**src/rtl/strassen_sched.sv**
```systemverilog
// Microcoded sequencer for one 2x2 Strassen multiply on a shared single-ALU datapath.
// Walks a fixed 25-step program, driving ALU opcode, scratch addresses and write enable.
module strassen_sched #(
   parameter int MULT_LAT = 3,
   parameter int ADDR_W   = 5
) (
   input  logic              i_clk,
   input  logic              i_rst_n,
   input  logic              i_start,
   output logic              o_busy,
   output logic              o_done,
   output logic [2:0]        o_alu_op,
   output logic [ADDR_W-1:0] o_rd_addr_a,
   output logic [ADDR_W-1:0] o_rd_addr_b,
   output logic [ADDR_W-1:0] o_wr_addr,
   output logic              o_mem_we,
   output logic [4:0]        o_step,
   output logic [1:0]        o_state
);

   typedef enum logic [1:0] {S_IDLE = 2'd0, S_EXEC = 2'd1, S_DONE = 2'd2} state_t;

   localparam logic [2:0] OP_ADD  = 3'd0;
   localparam logic [2:0] OP_SUB  = 3'd1;
   localparam logic [2:0] OP_MULT = 3'd2;

   state_t      r_state;
   logic [4:0]  r_step;
   logic [3:0]  r_cnt;
   logic        r_busy;
   logic        r_done;

   logic [17:0] w_entry;
   logic [2:0]  w_op;
   logic        w_exec;
   logic        w_last;

   // Program entry packing: {op[2:0], a[4:0], b[4:0], dst[4:0]}.
   function automatic logic [17:0] prog_entry(input logic [4:0] s);
      case (s)
         5'd0:    prog_entry = {OP_ADD,  5'd0,  5'd3,  5'd8};
         5'd1:    prog_entry = {OP_ADD,  5'd4,  5'd7,  5'd9};
         5'd2:    prog_entry = {OP_MULT, 5'd8,  5'd9,  5'd10};
         5'd3:    prog_entry = {OP_ADD,  5'd2,  5'd3,  5'd8};
         5'd4:    prog_entry = {OP_MULT, 5'd8,  5'd4,  5'd11};
         5'd5:    prog_entry = {OP_SUB,  5'd5,  5'd7,  5'd9};
         5'd6:    prog_entry = {OP_MULT, 5'd0,  5'd9,  5'd12};
         5'd7:    prog_entry = {OP_SUB,  5'd6,  5'd4,  5'd9};
         5'd8:    prog_entry = {OP_MULT, 5'd3,  5'd9,  5'd13};
         5'd9:    prog_entry = {OP_ADD,  5'd0,  5'd1,  5'd8};
         5'd10:   prog_entry = {OP_MULT, 5'd8,  5'd7,  5'd14};
         5'd11:   prog_entry = {OP_SUB,  5'd2,  5'd0,  5'd8};
         5'd12:   prog_entry = {OP_ADD,  5'd4,  5'd5,  5'd9};
         5'd13:   prog_entry = {OP_MULT, 5'd8,  5'd9,  5'd15};
         5'd14:   prog_entry = {OP_SUB,  5'd1,  5'd3,  5'd8};
         5'd15:   prog_entry = {OP_ADD,  5'd6,  5'd7,  5'd9};
         5'd16:   prog_entry = {OP_MULT, 5'd8,  5'd9,  5'd16};
         5'd17:   prog_entry = {OP_ADD,  5'd10, 5'd13, 5'd17};
         5'd18:   prog_entry = {OP_SUB,  5'd17, 5'd14, 5'd17};
         5'd19:   prog_entry = {OP_ADD,  5'd17, 5'd16, 5'd17};
         5'd20:   prog_entry = {OP_ADD,  5'd12, 5'd14, 5'd18};
         5'd21:   prog_entry = {OP_ADD,  5'd11, 5'd13, 5'd19};
         5'd22:   prog_entry = {OP_SUB,  5'd10, 5'd11, 5'd20};
         5'd23:   prog_entry = {OP_ADD,  5'd20, 5'd12, 5'd20};
         5'd24:   prog_entry = {OP_ADD,  5'd20, 5'd15, 5'd20};
         default: prog_entry = 18'd0;
      endcase
   endfunction

   assign w_entry = prog_entry(r_step);
   assign w_op    = w_entry[17:15];
   assign w_exec  = (r_state == S_EXEC);
   // Multiplies hold their controls for MULT_LAT cycles; everything else is single-cycle.
   assign w_last  = (w_op != OP_MULT) || (r_cnt == 4'(MULT_LAT - 1));

   always_ff @(posedge i_clk or negedge i_rst_n) begin
      if (!i_rst_n) begin
         r_state <= S_IDLE;
         r_step  <= 5'd0;
         r_cnt   <= 4'd0;
         r_busy  <= 1'b0;
         r_done  <= 1'b0;
      end else begin
         case (r_state)
            S_IDLE: begin
               r_done <= 1'b0;
               if (i_start) begin
                  r_state <= S_EXEC;
                  r_busy  <= 1'b1;
                  r_step  <= 5'd0;
                  r_cnt   <= 4'd0;
               end
            end
            S_EXEC: begin
               if (w_last) begin
                  r_cnt <= 4'd0;
                  if (r_step == 5'd24) begin
                     r_state <= S_DONE;
                     r_done  <= 1'b1;
                  end else begin
                     r_step <= r_step + 5'd1;
                  end
               end else begin
                  r_cnt <= r_cnt + 4'd1;
               end
            end
            S_DONE: begin
               r_state <= S_IDLE;
               r_busy  <= 1'b0;
               r_done  <= 1'b0;
            end
            default: begin
               r_state <= S_IDLE;
               r_busy  <= 1'b0;
               r_done  <= 1'b0;
            end
         endcase
      end
   end

   assign o_busy      = r_busy;
   assign o_done      = r_done;
   assign o_step      = r_step;
   assign o_state     = r_state;
   assign o_alu_op    = w_exec ? w_op : 3'd0;
   assign o_rd_addr_a = w_exec ? ADDR_W'(w_entry[14:10]) : '0;
   assign o_rd_addr_b = w_exec ? ADDR_W'(w_entry[9:5])   : '0;
   assign o_wr_addr   = w_exec ? ADDR_W'(w_entry[4:0])   : '0;
   assign o_mem_we    = w_exec && w_last;

endmodule

```
**config.mk**
```make
export PLATFORM = sky130hd
export DESIGN_NAME = strassen_sched
export DESIGN_NICKNAME = d
export VERILOG_FILES = /design/src/rtl/strassen_sched.sv
export SDC_FILE = /design/constraint.sdc
export NUM_CORES = 1
export LEC_CHECK = 0
export CORE_MARGIN = 3
export CORE_UTILIZATION = 50
export CTS_BUF_LIST = sky130_fd_sc_hd__clkbuf_8 sky130_fd_sc_hd__clkbuf_16
export DETAILED_ROUTE_END_ITERATION = 10
export GPL_TIMING_DRIVEN = 1
export PLACE_DENSITY = 0.8
export SYNTH_ARGS = -nofsm -noshare
export SYNTH_HDL_FRONTEND = slang
export SYNTH_SLANG_ARGS = --single-unit
export TNS_END_PERCENT = 20
```
**constraint.sdc**
```tcl
create_clock -name i_clk -period 3.2 [get_ports i_clk]
set_input_delay 0.8 -clock i_clk [delete_from_list [all_inputs] [get_ports i_clk]]
set_output_delay 0.8 -clock i_clk [all_outputs]
set_load 0.01 [all_outputs]
```
==> Word-level counts from Yosys, hierarchy flattened <==
Memory sizes are Yosys's and may differ from the RTL's.
Cells that the tools add are included.
{ "op_classes": {"add_sub_neg": 2, "eq_ne": 8, "n_mux": 20, "n_bitwise": 1, "reduce_logical": 9} }
{ "ops": {"columns": ["cell", "count"], "rows": [
  ["$mux 5", 6],
  ["$pmux 5 s2", 1],
  ["$mux 4", 2],
  ["$pmux 4 s2", 1],
  ["$mux 2", 3],
  ["$reduce_and 2->1", 3],
  ["$add 5x1->5 const B", 1],
  ["$eq 5x5->1 const B", 1],
  ["$add 4x1->4 const B", 1],
  ["$eq 4x2->1 const B", 1],
  ["$mux 1", 4],
  ["$ne 2x1->1 const B", 2],
  ["$ne 2x2->1 const B", 2],
  ["$pmux 2 s2", 1],
  ["$reduce_and 4->1", 1],
  ["$mux 3", 1],
  ["$ne 3x2->1 const B", 1],
  ["$reduce_and 3->1", 1],
  ["$eq 2x1->1 const B", 1],
  ["$logic_not 2->1", 1],
  ["$pmux 1 s2", 1],
  ["$reduce_bool 2->1", 1],
  ["$logic_and 1x1->1", 1],
  ["$logic_or 1x1->1", 1],
  ["$not 1->1", 1]
]} }
{ "word_totals": {"regBits": 13, "rom_bits": 544, "in_bits": 3, "memories": 1} }
{ "memory_table": {"columns": ["name", "words", "width", "read_ports", "rd_ports_with_merged_regs", "write_ports", "line_no", "rtl"], "rows": [
  ["(no name shown)", 32, 17, 1, 0, 0, "40", "case (s)"]
]} }

==> Depth between registers and ports, before layout <==
Gate-level depths: netlist of run 1.
An unclocked memory read counts as a cell.
{ "depth": {"word_depth": 5, "ltp_mapped": 8, "depth_no_buf": 7} }

==> Least setup slack after synthesis of run 1 <==
Ideal clock, no wire load.
{ "synth_timing": {"path_type": "register to output", "start": "register r_step[0], in the netlist o_step[0]", "end": "output o_mem_we", "arrival_ps": 1874, "path_slack_ps": 526, "path_stages_with_launch": 7, "n_path_buf": 0, "cell_sequence": "dfrtp_1 -> inv_1 -> ha_1 -> mux2_4 -> and2_4 -> o311a_1 -> nor2_1"} }
{ "synth_between": {"elab_chain_len": 4} }
{ "synth_lines": {"columns": ["element", "line_no", "rtl"], "rows": [
  ["from (decl)", "28", "logic [4:0] r_step;"],
  ["from (signal assigned)", "101", "r_step <= r_step + 5'd1;"],
  ["$mem_v2 32x17", null, null],
  ["$ne 3x2->1", "74", "assign w_last = (w_op != OP_MULT) || (r_cnt == 4'(MULT_LAT - 1));"],
  ["$logic_or 1x1->1", "74", null],
  ["$logic_and 1x1->1", "129", "assign o_mem_we = w_exec && w_last;"],
  ["to (decl)", "16", "output logic o_mem_we,"]
]} }
Every way passes these cells.

==> Worst setup path after layout of run 1 <==
{ "layout_timing": {"start": "register r_step[0], in the netlist o_step[0]", "end": "output o_rd_addr_b[3]"} }
{ "layout_between": {"elab_chain_len": 2} }
{ "layout_lines": {"columns": ["element", "line_no", "rtl"], "rows": [
  ["$mem_v2 32x17", null, null],
  ["$mux 5", "127", "assign o_rd_addr_b = w_exec ? ADDR_W'(w_entry[9:5]) : '0;"],
  ["to (decl)", "14", "output logic [ADDR_W-1:0] o_rd_addr_b,"]
]} }
Every way passes these cells.

==> results.md, run 1 <==
- Total GRT Usage: 24.3%
- RR Startpoint: o_step[0]$_DFFE_PN0P_
- Diodes inserted: 0
- Met3 Use GR: 5.88%
- Initial Util: 52.9%
- Hold crit path type: register to register
- Root buffer cell: clkbuf_8
- Detailed Routing Iterations Pass 1: 7
- Asr flop ratio synth: 100%
- Cell variety after synth: 48
- Clock Skew: 0.00143 ns
- Synth Warn #: 0
- Largest area contributor in the netlist: dfrtp_1
- Post-Syn Instances: 175
- Num rows: 18
- Final Hold Fails: 0
- Crit path max-delay cell type: clkdlybuf4s50_1
- First-pass GRT wire length: 6400 µm
- FF+latch area: 329 µm²
- HP Start: o_done$_DFFE_PN0P_
- Synth area leaders: dfrtp_1 (25%), ha_1 (9.5%), nand2_1 (6.2%), a21oi_1 (6.1%), nor2_1 (5.4%)
- Max Root-Sink Buffers: 2
- Post CTS Setup Buffer Count: 0
- Drt wl/cell: 16.3 µm
- Number of global-route vias before repair: 1,451
- Chip Height: 57.4 µm
- FF+latch count, synth: 13
- Status: complete, no violations
- Inserted Clock Buffers: 3
- # DRC: 0
- Share of layout cells above drive strength 1: 19.0%
- Slowest cell delay on critical path: 0.49 ns
- Setup TNS: 0 ns
- Top delay family on crit path: buffers and inverters
- Fillers: 193
- Largest net degree at the start of global routing: 16
- Crit path DAT: 2.36 ns
- F_max: 316 MHz
- Crit path from: o_step[0]$_DFFE_PN0P_
- Initial antenna violation count: 0
- Syn_nets: 188
- Commonest non-fill, non-tap cell in the layout: clkdlybuf4s50_1
- Post-Place Cells: 236
- CTS tree: yes
- Max Cap Viol: 0
- WP buf/inv: 3
- Post-DP HPWL: 2870 µm
- Syn_area_per_cell: 7.56 µm²
- Grt ovf: 0
- CP required: 2.40 ns
- CP most frequent cell: inv_2
- Final non-filler cell total: 240
- # setup viols final: 0
- Seq/Total Area, Yosys: 24.6%
- Final Util: 71.5%
- Global route hottest layer: met2
- Die width: 57.4 µm
- Crit-path cells: inv_2 > ha_2 > nor2b_4 > o211ai_2 > inv_2 > o21ai_0 > o211ai_1 > clkdlybuf4s50_1
- Boundary Pins: 31
- Worst-Margin Slew: 0.598 ns
- Routed wire length: 3910 µm
- Core Area: 2500 µm²
- Met1 Use GR: 30.5%
- CP Launch Type: register
- CP Max Fanout: 7
- Vias per cell: 6.16
- Overall die area: 3300 µm²
- GR Layer Usage met2: 40.8%
- Crit end category: output port
- Slew margin rel.: 60.0%
- Area occupied by multi-input gates: 960 µm²
- ANT nets after route: 0
- Share of the synthesized area in the top cell type: 24.6%
- Crit Path Class: register to output port
- Worst-path clk slew: 0.05 ns
- Commonest non-fill, non-tap cells in the layout: clkdlybuf4s50_1 (25), nand2_1 (22), nor2_1 (18)
- Final period util: 98.8%
- RSZ-0062 raised after global routing: yes
- Period minus WS final: 3.16 ns
- Drt initial violations: 74
- Clock sink total: 13
- GPL Wtd Cong: 0.982
- Area Growth Syn to Fin: 35.2%
- H-Tree Depth: 1
- Top FF cell, synth: dfrtp_1
- Port Buffers: 29
- EDFF count, synth: 0
- Clock Latency Late Sink: 0.25 ns
- Fin nets: 224
- Final Max Tran Viols: 0
- Via count of the routed design: 1,478
- Area of the mapped netlist: 1320 µm²
## worst register-to-register path: stages (launching register included)
cell	delay, ns
dfrtp_1	0.42
inv_2	0.12
ha_1	0.30
a21oi_1	0.08
a211oi_1	0.30
buf_4	0.18
o31ai_4	0.05
buf_4	0.17
o21ai_4	0.24
mux2_4	0.32
## layout make-up
type | instances | share of cell area, %
repair buffers | 40 | 21.2
inverters | 10 | 2.10
clock buffers | 3 | 2.31
clock inverters | 1 | 0.210
multi-input cells | 143 | 53.7
flip-flops and latches | 13 | 18.4
well taps | 30 | 2.10
## cell usage after synthesis (2+ instances only)
| cell | instances |
|---|---|
| a21boi_0 | 2 |
| nand2_1 | 22 |
| inv_2 | 3 |
| dfrtp_1 | 13 |
| ha_1 | 10 |
| clkbuf_1 | 5 |
| nor2b_1 | 7 |
| nand3_1 | 3 |
| o21ai_1 | 2 |
| a31oi_1 | 4 |
| nand2b_1 | 5 |
| buf_1 | 2 |
| nor3_1 | 3 |
| a41oi_1 | 3 |
| o22ai_1 | 3 |
| a211oi_1 | 3 |
| mux2i_1 | 2 |
| o21ai_0 | 12 |
| o211ai_1 | 2 |
| mux2_4 | 2 |
| inv_1 | 7 |
| nor2_1 | 19 |
| a21oi_1 | 16 |
## logic make-up (layout without fill, tap and decap cells)
family	Yosys count	after routing	share of synthesized area, %
compound gates	59	59	30.7
fa+ha+maj	10	10	9.46
buf+inv	19	54	5.77
flops	13	13	24.6
mux	5	5	4.64
other cells	1	1	0.284
simple gates	68	68	24.5
## worst paths after layout
path                                          to  slack, ns  cells past startpoint
setup / recovery                  o_rd_addr_b[3]       0.04                      8
min in group asynchronous   r_cnt[1]$_DFFE_PN0P_       0.93                      1
hold / removal                o_done$_DFFE_PN0P_       0.50                      2
hold reg to reg               o_done$_DFFE_PN0P_       0.50                      2
max in group asynchronous  o_step[1]$_DFFE_PN0P_       1.85                      1
setup reg to reg           o_step[2]$_DFFE_PN0P_       0.90                      9
## state kept, by name, indices dropped and copies added, names as in the netlist
register,cells
o_busy,1
o_done,1
o_step,5
o_state,2
r_cnt,4
## through the flow
step / worst slack, ns / instance area (µm²) / hold WS (ns)
CTS: 0.0104 / 1760 / 0.503
global placement: 0.201 / 1690 / 0.480
global route: -0.143 / 1790 / 0.512
detailed placement: 0.133 / 1690 / 0.489
finish: 0.0393 / 1790 / 0.498
floorplan: 0.526 / 1320 / 0.488
## metal layers
layer / wire [µm] / up-vias
li1: - / 699
met1: 1670 / 699
met5: 0 / -
met3: 298 / 4
met4: 24 / 0
met2: 1920 / 76
## what timing repair did
action / in CTS / in global routing
gates resized for setup: 9 / 11
hold buffers: 0 / 0
endpoints found under the setup margin: 6 / 11
Power of run 1 is not shown: default switching activity piles up to over one toggle a cycle in this logic, so the estimate is an artifact.
==> run 2, diff against run 1 <==
--- a/config.mk
+++ b/config.mk
@@ -5,7 +5,7 @@
 export SDC_FILE = /design/constraint.sdc
 export NUM_CORES = 1
 export LEC_CHECK = 0
-export CORE_MARGIN = 3
+export ABC_CLOCK_PERIOD_IN_PS = 3200
 export CORE_UTILIZATION = 50
 export CTS_BUF_LIST = sky130_fd_sc_hd__clkbuf_8 sky130_fd_sc_hd__clkbuf_16
 export DETAILED_ROUTE_END_ITERATION = 10
==> run 2 against run 1 <==
The flow now finishes with violations (negative setup slack); global-route usage increased by 7.4 points; worst setup slack lost 0.073 ns; worst hold slack better by 0.012 ns; critical endpoint is now o_rd_addr_a[1]; utilization up 1.3 points; largest cell class unchanged; sequential share of layout area is 0.22 points lower; non-clock buffer count increased by 1; first-iteration DRC count is 22% lower; register-to-register slack better by 0.03 ns; die area down 13%.
==> results.md, run 2 (same netlist as run 1, synthesis figures left out) <==
- Max Root-Sink Buffers: 2 (unchanged)
- Hold-fix buffers at CTS: 0 (unchanged)
- Area Growth Syn to Fin: 36.3%
- Largest net degree at the start of global routing: 18 (+2)
- Failing checks: negative setup slack
- Initial antenna violation count: 0 (unchanged)
- Detailed Routing Iterations Pass 1: 5 (-2)
- Final period util: 101% (+2.3 points)
- Clock sink total: 13 (unchanged)
- Crit path max-delay cell type: clkdlybuf4s50_1
- Worst-Margin Slew: 0.607 ns (+0.00876 ns)
- Post-DP HPWL: 2880 µm (+0.25%)
- Commonest non-fill, non-tap cells in the layout: clkdlybuf4s50_1 (26), nand2_1 (22), nor2_1 (17)
- GR Layer Usage met2: 52.9% (+12 points)
- Final non-filler cell total: 241 (+0.42%)
- Chip Height: 53.4 µm (-7.0%)
- Min setup slack post-route: -0.0340 ns (-0.0733 ns)
- Final Hold Fails: 0 (unchanged)
- Commonest non-fill, non-tap cell in the layout: clkdlybuf4s50_1
- Crit-path cells: ha_2 > ha_1 > nor3_1 > nor2_1 > o22ai_1 > a221oi_2 > clkdlybuf4s50_1
- RSZ-0062 raised after global routing: yes
- Crit path DAT: 2.43 ns (+0.07 ns)
- Share of layout cells above drive strength 1: 20.4% (+1.3 points)
- Placement Setup Slack: 0.106 ns (-0.0268 ns)
- Hold path endpoint: o_done$_DFFE_PN0P_
- Initial Util: 53.4% (+0.48 points)
- H-Tree Depth: 1 (unchanged)
- Max Cap Viol: 0 (unchanged)
- Status: finished with violations
- Drt initial violations: 58 (-22%)
- Fin nets: 225 (+0.45%)
- Top delay family on crit path: buffers and inverters
- Via count of the routed design: 1,478 (unchanged)
- Number of global-route vias before repair: 1,375 (-5.2%)
- Setup TNS: -0.0340 ns (-0.0340 ns)
- Final Max Tran Viols: 0 (unchanged)
- First-pass GRT wire length: 6540 µm (+2.3%)
- Slew margin rel.: 59.4% (-0.59 points)
- CP required: 2.40 ns (about the same)
- Port Buffers: 29 (unchanged)
- Slowest cell delay on critical path: 0.58 ns (+0.09 ns)
- Crit Path Class: register to output port
- ANT nets after route: 0 (unchanged)
- Crit end category: output port
- Met1 Use GR: 40.5% (+10 points)
- Core Area: 2480 µm² (-0.90%)
- Drt wl/cell: 16.9 µm (+3.9%)
- WP buf/inv: 1 (-2)
- Overall die area: 2850 µm² (-13%)
- Grt ovf: 0 (unchanged)
- Worst-path clk slew: 0.06 ns (about the same)
- Clock Skew: 0.000964 ns (-0.000469 ns)
- Post-Place Cells: 235 (-0.42%)
- Clock Latency Late Sink: 0.24 ns (about the same)
- Die width: 53.4 µm (-7.0%)
- R2R Setup Slk: 0.93 ns (+0.03 ns)
- Hold crit path type: register to register
- # DRC: 0 (unchanged)
- # setup viols final: 1 (+1)
- CP Launch Type: register
- Routed wire length: 4080 µm (+4.3%)
- CP Max Fanout: 6 (-1)
- Met3 Use GR: 7.47% (+1.6 points)
- F_max: 309 MHz (-2.3%)
- Total GRT Usage: 31.7% (+7.4 points)
- Global route hottest layer: met2
- Vias per cell: 6.13 (-0.41%)
- Reg2reg end: o_step[2]$_DFFE_PN0P_
- Inserted Clock Buffers: 3 (unchanged)
- Reg2Reg Depth: 9 (unchanged)
- CTS tree: yes
- Crit path from: o_step[1]$_DFFE_PN0P_
- RR Startpoint: o_step[0]$_DFFE_PN0P_
- Hold depth: 2 (unchanged)
- Num rows: 18 (unchanged)
- Period minus WS final: 3.23 ns (+0.0733 ns)
- Root buffer cell: clkbuf_8
- Largest register FFs: 5 (unchanged)
- Boundary Pins: 31 (unchanged)
- HP Start: o_done$_DFFE_PN0P_
- Diodes inserted: 0 (unchanged)
- GPL Wtd Cong: 0.927 (-5.6%)
==> run 2: layer usage <==
layer  up-vias  part of all wire, %
li1        698                    -
met1       683                   42
met2        89                   48
met3         8                  8.6
met4         0                  1.3
met5         -                    0
==> run 2: final cells by class <==
class | count | area [µm²]
inverters | 10 | 37.5
well taps | 30 | 37.5
multi-input cells | 143 | 971
clock inverters | 1 | 3.75
repair buffers | 41 | 384
fillers | 193 | 674
flip-flops and latches | 13 | 328
clock buffers | 3 | 41.3
==> run 2: metrics by stage <==
stage	cell area (µm²)	util, %	hold slack, ns
final	1800	72.8	0.510
after global routing	1800	72.8	0.545
after CTS	1780	71.9	0.515
after detailed placement	1690	68.1	0.503
after global placement	1690	68.1	0.484
after floorplan	1320	-	0.488
==> run 2: worst reg2reg max path, cell delays in order, from the launching register on <==
cell	delay, ns
dfrtp_1	0.42
inv_2	0.11
ha_1	0.28
a21oi_1	0.07
a211oi_1	0.31
buf_4	0.18
o31ai_4	0.05
buf_4	0.17
o21ai_4	0.25
mux2_4	0.32
==> run 2: worst max-delay path by stage <==
stage	to	slack [ns]	cells after the start
6_report	o_rd_addr_a[1]	-0.03	7
5_1_grt	o_rd_addr_a[1]	-0.1	7
4_1_cts	o_rd_addr_b[2]	0.002	6
3_5_place_dp	o_rd_addr_a[1]	0.11	7
3_3_place_gp	o_rd_addr_a[1]	0.15	7
2_1_floorplan	o_mem_we	0.53	6
==> run 2: repair_timing <==
item	4_1_cts	5_1_grt
endpoints found under the setup margin	8	11
hold endpoints to repair	0	0
buffers inserted	2	0
resized for setup	10	10
Power of run 2 is left out for the same reason.
==> run 3, diff against run 2 <==
--- a/config.mk
+++ b/config.mk
@@ -8,8 +8,10 @@
 export ABC_CLOCK_PERIOD_IN_PS = 3200
 export CORE_UTILIZATION = 50
 export CTS_BUF_LIST = sky130_fd_sc_hd__clkbuf_8 sky130_fd_sc_hd__clkbuf_16
+export CTS_CLUSTER_DIAMETER = 100
 export DETAILED_ROUTE_END_ITERATION = 10
 export GPL_TIMING_DRIVEN = 1
+export MAX_ROUTING_LAYER = met4
 export PLACE_DENSITY = 0.8
 export SYNTH_ARGS = -nofsm -noshare
 export SYNTH_HDL_FRONTEND = slang
==> run 3 against run 2 <==
The run now ends clean; routed wire length fell by 5.0%; cell area up 0.14%; sequential share of layout area is essentially flat; die area stayed put; highest routed layer unchanged.
==> results.md, run 3 (same netlist as run 1, synthesis figures left out) <==
- Status: complete, no violations
- Min setup slack post-route: 0.0631 ns (+0.0971 ns)
- Inserted Clock Buffers: 3 (unchanged)
- Total GRT Usage: 31.3% (-0.39 points)
- Crit Path Class: register to output port
- Placement Setup Slack: 0.0871 ns (-0.0190 ns)
- GPL Wtd Cong: 0.934 (+0.73%)
- RR Startpoint: o_step[1]$_DFFE_PN0P_
- CTS tree: yes
- R2R Setup Slk: 0.93 ns (about the same)
- Final Hold Fails: 0 (unchanged)
- Final period util: 98.0% (-3.0 points)
- DP Area: 1690 µm² (+0.30%)
- Clock sink total: 13 (unchanged)
- ANT nets after route: 0 (unchanged)
- Port Buffers: 29 (unchanged)
- Crit path from: o_step[1]$_DFFE_PN0P_
- Chip Height: 53.4 µm (unchanged)
- # DRC: 0 (unchanged)
- Largest net degree at the start of global routing: 26 (+8)
- Commonest non-fill, non-tap cell in the layout: clkdlybuf4s50_1
- Routed wire length: 3870 µm (-5.0%)
- Max Root-Sink Buffers: 2 (unchanged)
- Worst-path clk slew: 0.06 ns (about the same)
- RSZ-0062 raised after global routing: yes
- Hold crit path type: register to register
- Boundary Pins: 31 (unchanged)
- Largest register FFs: 5 (unchanged)
- Detailed Routing Iterations Pass 1: 4 (-1)
- Post-DP HPWL: 2770 µm (-3.8%)
- CP required: 2.40 ns (about the same)
- Via count of the routed design: 1,494 (+1.1%)
- F_max: 319 MHz (+3.1%)
- CP Max Fanout: 7 (+1)
- Root buffer cell: clkbuf_8
- Fin nets: 225 (unchanged)
- Slew margin rel.: 58.5% (-0.95 points)
- Initial Util: 53.4% (unchanged)
- Final Max Tran Viols: 0 (unchanged)
- Diodes inserted: 0 (unchanged)
- Share of layout cells above drive strength 1: 19.0% (-1.4 points)
- Design area: 1810 µm² (+0.14%)
- Number of global-route vias before repair: 1,324 (-3.7%)
- Vias per cell: 6.20 (+1.1%)
- Crit path DAT: 2.34 ns (-0.09 ns)
- Drt wl/cell: 16.1 µm (-5.0%)
- CP Capture Point: o_rd_addr_a[2]
- Commonest non-fill, non-tap cells in the layout: clkdlybuf4s50_1 (24), nand2_1 (22), nor2_1 (18)
- H-Tree Depth: 1 (unchanged)
- Die width: 53.4 µm (unchanged)
- Overall die area: 2850 µm² (unchanged)
- Drt initial violations: 68 (+17%)
- Worst-Margin Slew: 0.621 ns (+0.0142 ns)
- Num rows: 18 (unchanged)
- # setup viols final: 0 (-1)
- Hold slack: 0.516 ns (+0.00590 ns)
- Crit end category: output port
- Core Area: 2480 µm² (unchanged)
- Area Growth Syn to Fin: 36.5%
- Grt ovf: 0 (unchanged)
- First-pass GRT wire length: 6300 µm (-3.7%)
- Initial antenna violation count: 0 (unchanged)
- Reg2reg end: o_step[2]$_DFFE_PN0P_
- Max Cap Viol: 0 (unchanged)
- Clock Latency Late Sink: 0.25 ns (about the same)
- CP Launch Type: register
- Period minus WS final: 3.14 ns (-0.0971 ns)
- Reg2Reg Depth: 7 (-2)
- Clock Skew: 0.00375 ns (+0.00279 ns)
run 3: metal layers:
metal | share of wire (%) | up-vias | track usage (%)
met5 | 0 | - | -
met4 | 1.7 | 0 | 10.1
met3 | 8.2 | 14 | 8.91
met2 | 48 | 82 | 46.3
met1 | 42 | 702 | 40.6
li1 | - | 696 | -
run 3: worst min path at each step:
stage / startpoint / end / slack [ns] / cells after the start
2_1_floorplan: r_cnt[3]$_DFFE_PN0P_ / r_cnt[3]$_DFFE_PN0P_ / 0.49 / 1
3_3_place_gp: o_busy$_DFFE_PN0P_ / o_busy$_DFFE_PN0P_ / 0.48 / 2
3_5_place_dp: o_done$_DFFE_PN0P_ / o_done$_DFFE_PN0P_ / 0.50 / 2
4_1_cts: o_done$_DFFE_PN0P_ / o_done$_DFFE_PN0P_ / 0.51 / 2
5_1_grt: r_cnt[3]$_DFFE_PN0P_ / r_cnt[3]$_DFFE_PN0P_ / 0.56 / 1
6_report: o_done$_DFFE_PN0P_ / o_done$_DFFE_PN0P_ / 0.52 / 2
run 3: layout make-up:
cell class                      instances  area [µm²]
Clock buffer                            3        41.3
Clock inverter                          1        3.75
Fill cell                             187         672
Inverter                               10        37.5
Multi-Input combinational cell        143         960
Sequential cell                        13         328
Tap cell                               30        37.5
Timing Repair Buffer                   41         398
run 3: critical path, cell delays in order, from the launching register on:
cell	delay [ns]
dfrtp_1	0.42
inv_2	0.12
ha_2	0.25
nor2b_4	0.19
o211ai_2	0.18
inv_2	0.16
a21oi_1	0.05
o21ai_0	0.15
clkdlybuf4s50_1	0.57
run 3: stage by stage:
stage          instances  utilization (%)  TNS (ns)
6_report             241             72.9         0
5_1_grt              241             72.9    -0.104
4_1_cts              240             71.7         0
3_5_place_dp         234             68.3         0
3_3_place_gp         234             68.3         0
2_1_floorplan        175                -         0
run 3: repair_timing:
item / CTS / global route
setup buffers: 2 / 1
resized for setup: 9 / 10
setup endpoints to repair: 11 / 12
hold buffers: 0 / 0
Power of run 3 is left out for the same reason.
